File: src/rtl/pc_run_monitor.sv
// Run controller beside the core: enables it on start, counts cycles and stops on
// halt address, PC self-loop or timeout, reporting status and final cycle count.
module pc_run_monitor #(
  parameter int unsigned ADDR_SIZE = 32,
  parameter int unsigned CNT_W     = 32,
  parameter int unsigned STUCK_N   = 4
) (
  input  logic                 clk_i,
  input  logic                 rst_ni,
  input  logic                 start_i,
  input  logic [ADDR_SIZE-1:0] halt_addr_i,
  input  logic [CNT_W-1:0]     timeout_cycles_i,
  input  logic [ADDR_SIZE-1:0] pc_i,
  output logic                 core_en_o,
  output logic                 running_o,
  output logic                 done_o,
  output logic [1:0]           status_o,
  output logic [CNT_W-1:0]     cycle_count_o
);

  localparam int unsigned        StuckW    = $clog2(STUCK_N) + 1;
  localparam logic [StuckW-1:0]  StuckLast = StuckW'(STUCK_N - 1);

  typedef enum logic [1:0] {StIdle, StRun, StDone} state_e;

  state_e                 state_q, state_d;
  logic [ADDR_SIZE-1:0]   halt_q, halt_d;
  logic [CNT_W-1:0]       tout_q, tout_d;
  logic [CNT_W-1:0]       cnt_q, cnt_d;
  logic [1:0]             status_q, status_d;
  logic [StuckW-1:0]      stuck_q, stuck_d;
  logic [ADDR_SIZE-1:0]   prev_pc_q, prev_pc_d;
  logic                   prev_vld_q, prev_vld_d;

  logic                   accept_start;
  logic                   same_pc;
  logic [StuckW-1:0]      stuck_inc;
  logic                   halt_ev, loop_ev, tout_ev, run_ev;

  assign accept_start = start_i && (state_q != StRun);
  assign same_pc      = prev_vld_q && (pc_i == prev_pc_q);
  assign stuck_inc    = stuck_q + StuckW'(1);
  assign halt_ev      = (pc_i == halt_q);
  assign loop_ev      = same_pc && (stuck_inc == StuckLast);
  assign tout_ev      = (tout_q != '0) && (cnt_q == tout_q - CNT_W'(1));
  assign run_ev       = halt_ev || loop_ev || tout_ev;

  always_ff @(posedge clk_i or negedge rst_ni) begin
    if (!rst_ni) begin
      state_q <= StIdle;
    end else begin
      state_q <= state_d;
    end
  end

  always_comb begin
    state_d = state_q;
    unique case (state_q)
      StIdle:  if (start_i) state_d = StRun;
      StRun:   if (run_ev)  state_d = StDone;
      StDone:  if (start_i) state_d = StRun;
      default: state_d = StIdle;
    endcase
  end

  always_comb begin
    core_en_o     = (state_q == StRun);
    running_o     = (state_q == StRun);
    done_o        = (state_q == StDone);
    status_o      = status_q;
    cycle_count_o = cnt_q;
  end

  // Datapath only moves on an accepted start or during RUN; pc is ignored otherwise.
  always_comb begin
    halt_d     = halt_q;
    tout_d     = tout_q;
    cnt_d      = cnt_q;
    status_d   = status_q;
    stuck_d    = stuck_q;
    prev_pc_d  = prev_pc_q;
    prev_vld_d = prev_vld_q;
    if (accept_start) begin
      halt_d     = halt_addr_i;
      tout_d     = timeout_cycles_i;
      cnt_d      = '0;
      status_d   = 2'b00;
      stuck_d    = '0;
      prev_vld_d = 1'b0;
    end else if (state_q == StRun) begin
      cnt_d      = (cnt_q == '1) ? cnt_q : cnt_q + CNT_W'(1);
      stuck_d    = same_pc ? stuck_inc : '0;
      prev_pc_d  = pc_i;
      prev_vld_d = 1'b1;
      if (halt_ev) begin
        status_d = 2'b01;
      end else if (loop_ev) begin
        status_d = 2'b10;
      end else if (tout_ev) begin
        status_d = 2'b11;
      end
    end
  end

  always_ff @(posedge clk_i or negedge rst_ni) begin
    if (!rst_ni) begin
      halt_q     <= '0;
      tout_q     <= '0;
      cnt_q      <= '0;
      status_q   <= 2'b00;
      stuck_q    <= '0;
      prev_pc_q  <= '0;
      prev_vld_q <= 1'b0;
    end else begin
      halt_q     <= halt_d;
      tout_q     <= tout_d;
      cnt_q      <= cnt_d;
      status_q   <= status_d;
      stuck_q    <= stuck_d;
      prev_pc_q  <= prev_pc_d;
      prev_vld_q <= prev_vld_d;
    end
  end

endmodule

File: config.mk
export PLATFORM = sky130hd
export DESIGN_NAME = pc_run_monitor
export DESIGN_NICKNAME = d
export VERILOG_FILES = /design/src/rtl/pc_run_monitor.sv
export SDC_FILE = /design/constraint.sdc
export NUM_CORES = 1
export LEC_CHECK = 0
export ABC_CLOCK_PERIOD_IN_PS = 2800
export CAP_MARGIN = 20
export CORE_ASPECT_RATIO = 1.4
export CORE_MARGIN = 2
export CORE_UTILIZATION = 40
export CTS_CLUSTER_SIZE = 14
export DETAILED_ROUTE_END_ITERATION = 10
export MAX_ROUTING_LAYER = met4
export PLACE_DENSITY = 0.66
export SLEW_MARGIN = 0
export SYNTH_ARGS = -nofsm -noshare
export SYNTH_HDL_FRONTEND = slang
export SYNTH_SLANG_ARGS = --single-unit
File: constraint.sdc
create_clock -name clk_i -period 2.8 [get_ports clk_i]
set_input_delay 0.56 -clock clk_i [delete_from_list [all_inputs] [get_ports clk_i]]
set_output_delay 0.56 -clock clk_i [all_outputs]
set_load 0.1 [all_outputs]
== Word-level counts from Yosys, hierarchy flattened ==
Cells that the tools add are included.

* ROM bits: 0
* Memories kept: 0
* Output and inout bits: 37
* Latch bits: 0
* Register bits: 136
* Bits in writable memories: 0

* Add/sub/neg operators: 3
* Div/mod/pow operators: 0
* Shifts and indexed selects: 0
* $mul: 0
* Reduce and logical (&&, ||, !) cells: 15
* Equal/unequal tests: 11
* Mux-type cells: 16
* $lt $le $gt $ge: 0
* Bitwise gates (word level): 1

{| class="wikitable"
|+ Operator list
! cell !! count
|-
| equality test 32 bit || 3
|-
| 2-to-1 mux 32 bit || 3
|-
| adder 32 x 1 -> 32 bit (second input constant) || 1
|-
| equality test 32 bit (second input constant) || 1
|-
| nonzero test 32 bit || 1
|-
| subtractor 32 x 1 -> 32 bit (second input constant) || 1
|-
| 2-to-1 mux 2 bit || 7
|-
| 2-to-1 mux 3 bit || 3
|-
| AND reduction 2 bit || 4
|-
| != test 2 x 1 -> 1 bit (second input constant) || 3
|-
| logical AND 1 bit || 4
|-
| case mux 2 bit (2 select lines) || 1
|-
| nonzero test 4 bit || 1
|-
| adder 3 x 1 -> 3 bit (second input constant) || 1
|-
| equality test 3 x 2 -> 1 bit (second input constant) || 1
|-
| equality test 2 x 1 -> 1 bit (second input constant) || 1
|-
| equality test 2 bit (second input constant) || 1
|-
| zero test 2 bit || 1
|-
| logical OR 1 bit || 2
|-
| 2-to-1 mux 1 bit || 2
|-
| != test 2 bit (second input constant) || 1
|-
| nonzero test 2 bit || 1
|-
| OR reduction 2 bit || 1
|-
| inverter 1 bit || 1
|}

== Longest topological paths before layout ==
* Word-level depth: 8
* Depth in mapped cells: 10

== Least setup slack after synthesis ==
OpenSTA, ideal clock, no wires.

* Path type: flip-flop to flip-flop
* From: register cnt_q[8], in the netlist cycle_count_o[8]
* To: register cnt_q[30], in the netlist cycle_count_o[30]
* Path buffers: 0
* Slack: -0.217 ns
* Data required time: 2.668 ns
* Stages on the path, launching flop included: 9
* Arrival time: 2.885 ns
* Period minus slack after synthesis: 3.017 ns
* Cells stage by stage: dfrtp_1 -> and4_1 -> and3_1 -> nand3_1 -> or3_1 -> nor3_1 -> and4_1 -> xnor2_1 -> nor2_1

* Word-level cells in the longest chain between the ends: 4
* Elaborated cells on any way between the ends: 7
* Those cells by class: add/sub: 1; eq/ne: 2; mux: 3; reduce/logical: 1

{| class="wikitable"
|+ Ends and longest elaborated chain
! what !! line !! source
|-
| start, declared || 29 || <nowiki>logic [CNT_W-1:0] cnt_q, cnt_d;</nowiki>
|-
| start signal, assigned || 117 || <nowiki>cnt_q <= cnt_d;</nowiki>
|-
| adder 32 x 1 -> 32 bit || 91 || <nowiki>cnt_d = (cnt_q == '1) ? cnt_q : cnt_q + CNT_W'(1);</nowiki>
|-
| 2-to-1 mux 32 bit || 91 ||
|-
| 2-to-1 mux 32 bit || 90 || <nowiki>end else if (state_q == StRun) begin</nowiki>
|-
| 2-to-1 mux 32 bit || 83 || <nowiki>if (accept_start) begin</nowiki>
|}

Several ways; a longest one is shown, not always the timed one. The select of a mux whose other input is x is not followed.
A chain may end at the register's enable or synchronous reset.

== Worst setup path after layout ==
* From: register tout_q[20]
* To: register state_q[0]

* Word-level cells in the longest chain between the ends: 6
* Elaborated cells on any way between the ends: 7
* Those cells by class: add/sub: 1; eq/ne: 2; reduce/logical: 4

{| class="wikitable"
|+ Ends and longest elaborated chain
! what !! line !! source
|-
| start, declared || 28 || <nowiki>logic [CNT_W-1:0] tout_q, tout_d;</nowiki>
|-
| start signal, assigned || 116 || <nowiki>tout_q <= tout_d;</nowiki>
|-
| subtractor 32 x 1 -> 32 bit || 45 || <nowiki>assign tout_ev = (tout_q != '0) && (cnt_q == tout_q - CNT_W'(1));</nowiki>
|-
| equality test 32 bit || 45 ||
|-
| logical AND 1 bit * || 45 ||
|-
| logical OR 1 bit * || 46 || <nowiki>assign run_ev = halt_ev || loop_ev || tout_ev;</nowiki>
|-
| != test 2 x 1 -> 1 bit (no source line) * || -- ||
|-
| AND reduction 2 bit (no source line) * || -- ||
|-
| end signal, assigned || 50 || <nowiki>state_q <= StIdle;</nowiki>
|-
| end signal, assigned || 52 || <nowiki>state_q <= state_d;</nowiki>
|-
| end, declared || 26 || <nowiki>state_e state_q, state_d;</nowiki>
|}

Every way passes the cells marked *; elsewhere a longest branch is shown, timed or not.

==> metrics list <==
* Number of failing hold endpoints at the final stage: 0
* Count of H-tree levels built during CTS: 4
- Top cells by area, synth: dfrtp_1 44%, nand2_1 15%, xnor2_1 8.3%, xor2_1 5.7%, nor2_1 2.3%
- For this block, wires on met1 add up to 8.440 mm.
- Measured on the finished design, the core utilization comes to about 55%.
- Worst-path clk slew: 0.07 ns
* Number of antenna violations at the first check in global routing: 0
* Number of port buffers: 135
- The detailed router placed just under 7k vias in this run.
- RD Place Congestion: about 0.9
* Worst r2r dst: state_q[0]
* Worst reg-to-reg setup slack: between 0.1 and 0.15 ns
* IR Drop Worst-Case VDD: approximately 0.00043 V
- WS Path Type: register to register
- Synthesis instantiated 59 different standard cells from the library.
- Dividing the detail-routed wire length by the instance count gives approximately 16 µm.
- Before antenna repair, the detailed router went through 6 iterations.
* Initial Util: 40.45%
- Fmax: between 300 and 400 MHz
- After technology mapping, the gate count stands at 900.
- Synth Cell Area: about 7700 µm²
* Area added between synthesis and finish: 36.00%
* Mean cell area of the mapped netlist: ~8.5 µm²
* Post-synth EDFFs: 0
- In the synthesized netlist the dominant register cell turns out to be dfrtp_1.
- For this run, the total global-route usage over all layers was measured as approximately 23%.
- Fraction of synthesis flops using an asynchronous set or reset pin: 100.0%
- Core Area: 18990 µm²
- Post-CTS Hold Buffers: 0
- Number of nets in the layout: 1203
- During I/O placement, the number of pins put on the boundary was roughly 140.
- Wire length after detailed routing: about 22 mm
- Placement-stage worst setup slack: -0.1929 ns
* Worst Reg2Reg Path Length in Cells: 8
* Nets in the synthesized netlist: 1004
- Number of global-route vias before repair: between 6k and 7k
- For the pin with the worst max-slew slack, the measured transition is between 0.4 and 0.5 ns.
- Total negative setup slack: 0 ns
* Cell area power density: just under 800 nW/µm²
- After floorplanning, the core was divided into 60 placement rows.
- Antenna Nets Post-Route: 0
* Placed insts: approximately 1.3k
* Final cell count without fillers: about 1.4k
* Ratio of cells with drive above 1 in the final layout: between 10% and 20%
- Across the run, the number of max-cap violations was 0.
- CP Launch Type: register
- Wire segments on met3 add up to roughly 680 µm in the final route.
- After synthesis the netlist holds a flip-flop and latch count of approximately 140.
- Part of the Yosys area used for sequential elements: between 40% and 50%
- Arrival @ worst endpoint: 2.96 ns
- The floorplan step defined a die boundary enclosing between 20000 and 25000 µm².
* Leading area contributor after synthesis: dfrtp_1
- Status: completed
- Routed vias/inst: roughly 5.0
- The analysis attributes to cell leakage a power of roughly 4.8 nW.
- Max Used Layer: met4
* Reg2Reg Launch Point: tout_q[20]
* Number of failing setup endpoints in the final timing report: 0
- The longest clock path from root to sink contains 2 buffers.
- The first global-routing pass estimated between 30 and 40 mm of wire.
- Detailed-routed wire length on met2: between 10 and 15 mm
* Setup Skew: between 0.009 and 0.01 ns
- Worst slew slack as a fraction of its limit: between 60% and 70%
- Count of filler cells inserted in the layout: approximately 1.8k
- Latest clock arrival within the worst-skew pair: between 0.4 and 0.5 ns
* Yosys warns: 0
* Die height: 168.0 µm
- The path class of the tightest hold or removal check is primary input to asynchronous set/reset pin.
- Subtracting the final worst setup slack from the clock period gives 2.651 ns.
- Kind of capture point of the worst setup path: register
- TritonCTS created 17 clock buffers.
- Crit path required time: approximately 3.1 ns
- In this run the horizontal extent of the chip is 121.1 µm.
- Fraction of synthesized cell area taken by the top area cell type: between 40 and 50%
* Final slew viol count: 0
* Final antenna diode count: 0
- Drc violations: 0
- Detailed placement ended at an HPWL of 16.75 mm.
* Final Cycle Share: ~95%
- Largest fanout on the critical path: 4
- In this run the post-CTS setup repair buffer count came out at 0.
* Total global routing overflow: 0
* Maximum number of pins on one net before global-route repair: 60
- Count of clock tree sinks: 136
- Clock tree from TritonCTS: built
* Root Buffer Master: clkbuf_16
- The first routing iteration left 375 violations.
- On the final layout, the worst hold slack is roughly 0.049 ns.
- The worst path meets setup with between 0.1 and 0.15 ns of slack.
- Setup repair after global routing could not meet its margin everywhere.
==> layout by cell type, fill, tap and decap left out, drive strengths merged, types with 9 or more instances in the layout <==
cell type,synthesis,routed
or3,10,10
clkdlybuf4s50,0,97
xor2,50,50
o21ai,24,24
nor4,19,19
a21oi,11,11
clkbuf,26,19
buf,11,120
nand2b,18,18
inv,17,20
nand2,305,305
nor3,19,19
dfrtp,136,136
nand3,23,23
nor2,47,47
or4,9,9
nand4,26,26
xnor2,73,73
==> metrics by stage <==
step | power [mW] | cell area (µm²)
finish | 8.214 | 10450
global route | 8.678 | 10450
CTS | 8.243 | 10400
detailed placement | 5.775 | 9768
global placement | 5.727 | 9768
floorplan | 4.640 | 7697
==> layer usage <==
metal | vias up | track usage (%)
li1 | 3396 | -
met1 | 3268 | 24.13
met2 | 149 | 41.96
met3 | 38 | 3.421
met4 | 0 | 10.19
met5 | - | -
==> registers in the layout, summed over array words and instances (netlist names) <==
name	count
cycle_count_o	32
halt_q	32
prev_pc_q	32
tout_q	32
stuck_q	3
state_q	2
status_o	2
prev_vld_q	1
==> synth_stat cells, drive strengths merged (3+ instances only) <==
cell type and n:
a21oi 11, a31oi 3, and3 7, and4 6
buf 11, clkbuf 26, dfrtp 136, ha 5
inv 17, mux2i 4, nand2 305, nand2b 18
nand3 23, nand3b 5, nand4 26, nor2 47
nor2b 7, nor3 19, nor4 19, nor4b 3
o2111ai 5, o21ai 24, o31ai 3, or3 10
or4 9, xnor2 73, xor2 50
==> timing repair <==
item	4_1_cts	5_1_grt
endpoints found under the setup margin	2	3
resized for setup	1	10
endpoints found under the hold margin	0	0
pin swaps	0	2
==> logic make-up (layout without fill, tap and decap cells) <==
logic type | count (synthesis) | after routing | share of synthesized area (%)
simple gates | 515 | 515 | 31.97
mux | 5 | 5 | 0.6677
fa+ha+maj | 5 | 5 | 0.8142
compound gates | 62 | 62 | 5.211
flops | 136 | 136 | 44.29
xor+xnor | 123 | 123 | 14.02
buf+inv | 54 | 266 | 3.029
==> where the power goes <==
part / leakage (nW) / internal (mW) / switching (mW)
combinational: 2.77 / 1.28 / 1.65
clock: 0.295 / 1.50 / 0.929
sequential: 1.71 / 2.40 / 0.454
total: 4.77 / 5.19 / 3.03
==> layout make-up <==
| cell class | instances | area, µm² | share of cell area [%] |
|---|---|---|---|
| Timing Repair Buffer | 217 | 1926 | 18.43 |
| Tap cell | 248 | 310.3 | 2.969 |
| Multi-Input combinational cell | 710 | 4106 | 39.30 |
| Sequential cell | 136 | 3416 | 32.69 |
| Clock inverter | 13 | 195.2 | 1.868 |
| Inverter | 17 | 63.81 | 0.6106 |
| Clock buffer | 19 | 432.9 | 4.143 |
==> worst max-delay path, stage by stage (launching register included) <==
cell and delay [ns]:
dfrtp_1 0.38, or3_1 0.41, or3_1 0.40, nor4_4 0.17, xnor2_1 0.10, or4_4 0.54
nor3_4 0.15, nand4_4 0.12, a32o_1 0.27
==> how the worst max path moves through the flow <==
stage	slack (ns)	endpoint	start	depth (start not counted)
2_1_floorplan	-0.002	cycle_count_o[30]	cycle_count_o[5]	7
3_3_place_gp	-0.14	stuck_q[2]	pc_i[10]	9
3_5_place_dp	-0.19	stuck_q[2]	pc_i[10]	9
4_1_cts	0.07	state_q[0]	tout_q[1]	8
5_1_grt	-0.02	status_o[0]	tout_q[1]	12
6_report	0.15	state_q[0]	tout_q[20]	8
No activity file was read; power rests on OpenSTA's default activity.
